[src/rtl/spi_slave_phy_pkg.sv]
// Frame constants and counter helpers shared by the SPI slave PHY and the SPI-to-Avalon bridge.
package spi_pkg;

    localparam int SPI_ADDR_BITS  = 32;
    localparam int SPI_FRAME_BITS = 64;
    localparam int SPI_WRAP_BITS  = 33;
    localparam int SPI_CNT_W      = 7;

    typedef logic [SPI_CNT_W-1:0] spi_cnt_t;

    function automatic logic spi_word_boundary(input spi_cnt_t cnt);
        return (cnt == spi_cnt_t'(SPI_ADDR_BITS)) || (cnt == spi_cnt_t'(SPI_FRAME_BITS));
    endfunction

    // After the first data word the counter wraps so every further word ends at 64 again.
    function automatic spi_cnt_t spi_cnt_next(input spi_cnt_t cnt);
        spi_cnt_t nxt;
        if (cnt == spi_cnt_t'(SPI_FRAME_BITS)) begin
            nxt = spi_cnt_t'(SPI_WRAP_BITS);
        end else begin
            nxt = cnt + spi_cnt_t'(1'b1);
        end
        return nxt;
    endfunction

endpackage

[src/rtl/spi_slave_phy_if.sv]
// Bridge-facing bundle of the SPI slave PHY: master = PHY side, slave = bridge side.
interface spi_slave_phy_if
    import spi_pkg::*;
#(
    parameter int WORD_BITS = 32
) ();

    logic                 csn_sync;
    logic [SPI_CNT_W-1:0] bit_cnt;
    logic [WORD_BITS-1:0] rx_data;
    logic                 word_done;
    logic [WORD_BITS-1:0] tx_data;

    modport master (
        output csn_sync,
        output bit_cnt,
        output rx_data,
        output word_done,
        input  tx_data
    );

    modport slave (
        input  csn_sync,
        input  bit_cnt,
        input  rx_data,
        input  word_done,
        output tx_data
    );

endinterface

[src/rtl/spi_slave_phy_sync_edge.sv]
// N-flop synchroniser with one extra history flop producing single-cycle rise/fall strobes.
module spi_sync_edge #(
    parameter int   STAGES  = 2,
    parameter logic RST_VAL = 1'b0
) (
    input  logic clock,
    input  logic nreset,
    input  logic i_async,
    output logic o_sync,
    output logic o_rise,
    output logic o_fall
);

    logic [STAGES-1:0] r_sync;
    logic              r_prev;

    // synchroniser chain plus edge-history flop
    always_ff @(posedge clock or negedge nreset) begin
        if (!nreset) begin
            r_sync <= {STAGES{RST_VAL}};
            r_prev <= RST_VAL;
        end else begin
            r_sync <= {r_sync[STAGES-2:0], i_async};
            r_prev <= r_sync[STAGES-1];
        end
    end

    assign o_sync = r_sync[STAGES-1];
    assign o_rise = r_sync[STAGES-1] & ~r_prev;
    assign o_fall = ~r_sync[STAGES-1] & r_prev;

endmodule

[src/rtl/spi_slave_phy.sv]
// SPI slave PHY: oversampled SCLK/CSN/MOSI, MOSI deserialiser, frame bit counter and MISO serialiser.
// Build option: define SPI_MODE3_EN for SPI mode 3 (idle SCLK high); SPI mode 0 otherwise.
module spi_slave_phy
    import spi_pkg::*;
#(
    parameter int WORD_BITS = 32
) (
    input  logic            clock,
    input  logic            nreset,
    input  logic            spi_sclk,
    input  logic            spi_csn,
    input  logic            spi_mosi,
    output logic            spi_miso,
    output logic            spi_miso_oe,
    spi_slave_phy_if.master bus
);

    logic                 w_sclk_sync;
    logic                 w_sclk_rise;
    logic                 w_sclk_fall;
    logic                 w_csn_sync;
    logic                 w_csn_rise;
    logic                 w_csn_fall;
    logic                 w_fall_act;
    logic                 w_clear;
    logic                 w_unused;
    logic                 r_mosi_meta;
    logic                 r_mosi_sync;
    spi_cnt_t             r_bit_cnt;
    spi_cnt_t             w_bit_cnt_nxt;
    logic [WORD_BITS-1:0] r_rx_data;
    logic [WORD_BITS-1:0] w_rx_nxt;
    logic [WORD_BITS-1:0] r_tx_shift;
    logic [WORD_BITS-1:0] w_tx_nxt;
    logic                 r_word_done;
    logic                 w_word_done_nxt;

`ifdef SPI_MODE3_EN
    localparam logic SCLK_IDLE = 1'b1;
    // the leading falling edge right after chip select is not a shift edge
    assign w_fall_act = w_sclk_fall & (r_bit_cnt != {SPI_CNT_W{1'b0}});
`else
    localparam logic SCLK_IDLE = 1'b0;
    assign w_fall_act = w_sclk_fall;
`endif

    spi_sync_edge #(.STAGES(2), .RST_VAL(SCLK_IDLE)) u_sclk_sync (
        .clock   (clock),
        .nreset  (nreset),
        .i_async (spi_sclk),
        .o_sync  (w_sclk_sync),
        .o_rise  (w_sclk_rise),
        .o_fall  (w_sclk_fall)
    );

    spi_sync_edge #(.STAGES(2), .RST_VAL(1'b1)) u_csn_sync (
        .clock   (clock),
        .nreset  (nreset),
        .i_async (spi_csn),
        .o_sync  (w_csn_sync),
        .o_rise  (w_csn_rise),
        .o_fall  (w_csn_fall)
    );

    assign w_unused = w_sclk_sync ^ w_csn_fall;
    assign w_clear  = w_csn_sync | w_csn_rise;

    // plain two-flop MOSI synchroniser, same latency as the SCLK strobes
    always_ff @(posedge clock or negedge nreset) begin
        if (!nreset) begin
            r_mosi_meta <= 1'b0;
            r_mosi_sync <= 1'b0;
        end else begin
            r_mosi_meta <= spi_mosi;
            r_mosi_sync <= r_mosi_meta;
        end
    end

    // next state: chip-select clear dominates any strobe in the same cycle
    always_comb begin
        w_bit_cnt_nxt   = r_bit_cnt;
        w_rx_nxt        = r_rx_data;
        w_tx_nxt        = r_tx_shift;
        w_word_done_nxt = 1'b0;
        if (w_clear) begin
            w_bit_cnt_nxt = {SPI_CNT_W{1'b0}};
            w_rx_nxt      = {WORD_BITS{1'b0}};
            w_tx_nxt      = {WORD_BITS{1'b0}};
        end else if (w_sclk_rise) begin
            w_bit_cnt_nxt   = spi_cnt_next(r_bit_cnt);
            w_rx_nxt        = {r_rx_data[WORD_BITS-2:0], r_mosi_sync};
            w_word_done_nxt = spi_word_boundary(w_bit_cnt_nxt);
        end else if (w_fall_act) begin
            if (spi_word_boundary(r_bit_cnt)) begin
                w_tx_nxt = bus.tx_data;
            end else if (r_bit_cnt > spi_cnt_t'(SPI_ADDR_BITS)) begin
                w_tx_nxt = {r_tx_shift[WORD_BITS-2:0], 1'b0};
            end else begin
                w_tx_nxt = {WORD_BITS{1'b0}};
            end
        end else begin
            w_word_done_nxt = 1'b0;
        end
    end

    // frame state registers
    always_ff @(posedge clock or negedge nreset) begin
        if (!nreset) begin
            r_bit_cnt   <= {SPI_CNT_W{1'b0}};
            r_rx_data   <= {WORD_BITS{1'b0}};
            r_tx_shift  <= {WORD_BITS{1'b0}};
            r_word_done <= 1'b0;
        end else begin
            r_bit_cnt   <= w_bit_cnt_nxt;
            r_rx_data   <= w_rx_nxt;
            r_tx_shift  <= w_tx_nxt;
            r_word_done <= w_word_done_nxt;
        end
    end

    assign spi_miso      = r_tx_shift[WORD_BITS-1];
    assign spi_miso_oe   = ~w_csn_sync;
    assign bus.csn_sync  = w_csn_sync;
    assign bus.bit_cnt   = r_bit_cnt;
    assign bus.rx_data   = r_rx_data;
    assign bus.word_done = r_word_done;

endmodule

[src/flat_wrapper.sv]
// flat-port wrapper written by rule: the top's interface ports become plain ports
module spi_slave_phy_flat import spi_pkg::*;
#(
    parameter int WORD_BITS = 32
)
  (clock, nreset, spi_sclk, spi_csn, spi_mosi, spi_miso, spi_miso_oe, bus_csn_sync, bus_bit_cnt, bus_rx_data, bus_word_done, bus_tx_data);
  spi_slave_phy_if #(.WORD_BITS(WORD_BITS)) bus_i ();
  input  logic clock;
  input  logic nreset;
  input  logic spi_sclk;
  input  logic spi_csn;
  input  logic spi_mosi;
  output logic spi_miso;
  output logic spi_miso_oe;
  output wire logic [$bits(bus_i.csn_sync)-1:0] bus_csn_sync;
  output wire logic [$bits(bus_i.bit_cnt)-1:0] bus_bit_cnt;
  output wire logic [$bits(bus_i.rx_data)-1:0] bus_rx_data;
  output wire logic [$bits(bus_i.word_done)-1:0] bus_word_done;
  input wire logic [$bits(bus_i.tx_data)-1:0] bus_tx_data;
  assign bus_csn_sync = bus_i.csn_sync;
  assign bus_bit_cnt = bus_i.bit_cnt;
  assign bus_rx_data = bus_i.rx_data;
  assign bus_word_done = bus_i.word_done;
  assign bus_i.tx_data = bus_tx_data;
  spi_slave_phy #(.WORD_BITS(WORD_BITS)) u_core (.clock(clock), .nreset(nreset), .spi_sclk(spi_sclk), .spi_csn(spi_csn), .spi_mosi(spi_mosi), .spi_miso(spi_miso), .spi_miso_oe(spi_miso_oe), .bus(bus_i));
endmodule
[config.mk]
export PLATFORM = sky130hd
export DESIGN_NAME = spi_slave_phy_flat
export DESIGN_NICKNAME = d
export VERILOG_FILES = /design/src/rtl/spi_slave_phy_pkg.sv /design/src/rtl/spi_slave_phy_if.sv /design/src/rtl/spi_slave_phy_sync_edge.sv /design/src/rtl/spi_slave_phy.sv /design/src/flat_wrapper.sv
export SDC_FILE = /design/constraint.sdc
export NUM_CORES = 1
export LEC_CHECK = 0
export ABC_AREA = 1
export CORE_MARGIN = 4
export CORE_UTILIZATION = 35
export DETAILED_ROUTE_END_ITERATION = 16
export HOLD_SLACK_MARGIN = 0.12
export SKIP_LAST_GASP = 1
export SLEW_MARGIN = 10
export SYNTH_ARGS = -nofsm -noshare
export SYNTH_HDL_FRONTEND = slang
export SYNTH_SLANG_ARGS = --single-unit
[constraint.sdc]
create_clock -name clock -period 1.4 [get_ports clock]
set_input_delay 0.14 -clock clock [delete_from_list [all_inputs] [get_ports clock]]
set_output_delay 0.14 -clock clock [all_outputs]
set_load 0.01 [all_outputs]
==> impl_results.md <==
* Status: finished with violations
* Violated checks: setup timing
* FF+latch area at 0.00198 mm2
* Worst-case vdd ir drop at 0.491 mV
* GRT Total Usage at 0.165
* I/O Buffers at 79
* Register-to-register setup slack at -0.1 ns
* Final count of hold timing violations at 0
* Largest cells by area after synthesis: dfrtp_1 53%, nand2_1 12%, nand3b_1 6.4%
* Mapped Cells at 430
* Syn-to-layout area delta at 47.2%
* Finished Core Util at 0.525
* Adder-Cell Fraction of Synth Area at 0.00686
* Slew Limit Fails at 0
* CP Launch Type: register
* Post-DP HPWL at 6250 um
* Nets at 580
* Post-Layout Inst Area at 0.00537 mm2
* Top Ports at 80
* Die area at 0.0121 mm2
* Hold EP: u_core.u_csn_sync.r_sync[0]
* First-pass GRT wire length at 15800 um
* Final worst clock skew at 0.0166 ns
* Dpl ws at -0.0394 ns
* Syn nets at 469
* Vias post-DR at 3378
* Register area share after synthesis at 0.543
* Site Rows at 37
* Avg Inst Size Synth at 8.48 um2
* Die height at 110 um
* Initial drt markers at 191
* Worst Setup End Kind: register
* CTS max path bufs at 2
* Synthesized-area fraction occupied by and/or/nand/nor cells at 0.253
* Max Clk Rate at 668 MHz
* Drt drc at 0
* CTS Sinks at 79
* Initial Util at 0.357
* Largest net degree at the start of global routing at 39
* Cell count of the worst reg-to-reg path at 10
* Hold path startpoint: spi_csn
* Insertion delay to the later sink of the worst-skew pair at 0.35 ns
* Placed instance area at 0.00478 mm2
* Post-route ant nets at 0
* FILL cells at 949
* Synth cell types at 21
* Core area at 0.0102 mm2
* Slew headroom at 0.608
* Slew of the pin with the lowest slew margin at 0.587 ns
* Clock-pin slew on the worst setup and hold paths at 0.09 ns
* Hold Crit Class: primary input to register
* Avg WL per Cell at 15.8 um
* Grt total ovfl at 0
* XOR/XNOR Fraction of Synth Area at 0
* Via density at 4.95
* Horiz. Die Dim at 110 um
* CTS Root Cell: clkbuf_8
* Final wirelength at 10800 um
* DR pass1 iterations at 4
* Post-synthesis compound-gate area fraction at 0.118
* Diodes inserted at 0
* CTS tree: yes
* Worst hold path depth at 1
* Warning count from the yosys run at 0
* Final worst slack at -0.0973 ns
* PwrDens at 807 mW/mm2
* Worst EP arrival at 1.78 ns
* TritonCTS buffer count at 9
* Final Cycle Share at 1.07
* Post-synthesis mux area share at 0
* Gpl congestion at 0.860
* Post-synth top area share at 0.528
* CP max FO at 8
* Cell accounting for the most synthesized area: dfrtp_1
* Maxcap violations at 0
* Minimum clock period at 1.50 ns
* Largest family of logic cells by synthesized area: simple AND/OR/NAND/NOR gates
* Vias in the first global route at 3231
* H-Tree Depth at 3
* Reg-to-reg startpoint: u_core.bus.bit_cnt[4]
* # setup viols final at 35
* R2r endpoint: u_core.r_tx_shift[6]
* Layout cell share with drive strength beyond 1 at 0.196
* CP required at 1.68 ns
* Synth Register Bits at 79
* Initial antenna violation count at 0
* Netlist Area Pre-Place at 0.00365 mm2
* Footprint of the multi-input gates at 0.00149 mm2
* RSZ-0062 raised after global routing: yes
* Leakage at 2.82 nW
* Critical path class: register to register
==> registers in the layout, summed over array words and instances, names as in the netlist <==
register	count
u_core.bus.bit_cnt	7
u_core.bus.rx_data	32
u_core.bus.word_done	1
u_core.r_mosi_meta	1
u_core.r_mosi_sync	1
u_core.r_tx_shift	32
u_core.u_csn_sync.r_sync	2
u_core.u_sclk_sync.r_prev	1
u_core.u_sclk_sync.r_sync	2
==> timing repair <==
| action | 4_1_cts | 5_1_grt |
|---|---|---|
| endpoints found under the setup margin | 67 | 45 |
| hold buffers | 1 | 0 |
| hold endpoints to repair | 77 | 0 |
| pin swaps | 0 | 11 |
| gates resized for setup | 43 | 43 |
| cloned | 0 | 8 |
| setup buffers | 6 | 8 |
==> through the flow <==
step / std cells / power (mW) / hold slack, ns / setup TNS [ns]
final: 682 / 4.33 / 0.210 / -2.20
after global routing: 682 / 4.55 / 0.184 / -4.52
after CTS: 666 / 4.34 / 0.196 / -0.664
after detailed placement: 643 / 2.72 / 0.0456 / -0.601
after global placement: 643 / 2.72 / 0.0369 / -0.186
after floorplan: 430 / 2.48 / -0.156 / 0
==> worst max-delay path, cell delays in order (launching register included) <==
cell and delay (ns):
dfrtp_1 0.40, buf_6 0.13, inv_4 0.05, o21ai_4 0.05
a21oi_4 0.20, buf_6 0.15, nand2_8 0.08, clkbuf_16 0.18
nand2_1 0.06, nand3_1 0.06, nand2_1 0.07
==> power by group <==
| part | switching [mW] | internal [mW] |
|---|---|---|
| Combinational | 0.216 | 0.212 |
| Sequential | 0.00818 | 2.30 |
| Clock | 0.883 | 0.717 |
==> worst max-delay path by stage <==
stage                                startpoint               endpoint  cells after the start
after floorplan           u_core.bus.bit_cnt[0]  u_core.r_tx_shift[22]                      9
after global placement    u_core.bus.bit_cnt[6]  u_core.r_tx_shift[11]                      6
after detailed placement  u_core.bus.bit_cnt[0]  u_core.r_tx_shift[12]                      8
after CTS                 u_core.bus.bit_cnt[0]   u_core.r_tx_shift[7]                      8
after global routing      u_core.bus.bit_cnt[4]  u_core.r_tx_shift[20]                     10
final                     u_core.bus.bit_cnt[4]   u_core.r_tx_shift[6]                     10
==> final cells by class <==
cell class	count	share of cell area
Sequential cell	79	0.369
Multi-Input combinational cell	277	0.277
Timing Repair Buffer	129	0.255
Inverter	45	0.0319
Tap cell	136	0.0317
Clock buffer	10	0.0256
Clock inverter	6	0.00955
==> synth_stat cells <==
| library cell | n |
|---|---|
| nand2_2 | 1 |
| nand3b_1 | 31 |
| o21ai_1 | 11 |
| dfrtp_1 | 77 |
| nand2_1 | 118 |
| ha_1 | 2 |
| nor2_1 | 7 |
| dfstp_2 | 2 |
| nor2_4 | 1 |
| o22ai_1 | 33 |
| nand3_1 | 36 |
| nor3_1 | 1 |
| o21ai_0 | 32 |
| nand4_1 | 1 |
| nor2_2 | 1 |
| buf_2 | 10 |
| clkbuf_1 | 19 |
| a21oi_2 | 1 |
| inv_2 | 7 |
| inv_1 | 38 |
| or2_1 | 1 |
==> cell families after synthesis <==
| logic type | count (synthesis) |
|---|---|
| fa+ha+maj | 2 |
| compound gates | 77 |
| buf+inv | 74 |
| simple gates | 198 |
| flops | 79 |
==> layer usage <==
metal  share of wire  global-route usage
met1            0.44               0.219
met2            0.47               0.256
met3           0.079              0.0600
met4           0.015              0.0466
met5               0                   0
==> cell usage in the layout (no fill, tap or decap), drive strengths merged, types with 2 or more instances in the layout <==
cell           instances
nand2                119
dfrtp                 77
inv                   48
buf                   44
o21ai                 43
nand3                 36
clkdlybuf4s50         35
o22ai                 33
dlygate4sd2           32
nand3b                31
clkbuf                18
nor2                   9
dlymetal6s2s           8
clkinvlp               3
dfstp                  2
ha                     2
(Power assumes the default switching activity.)
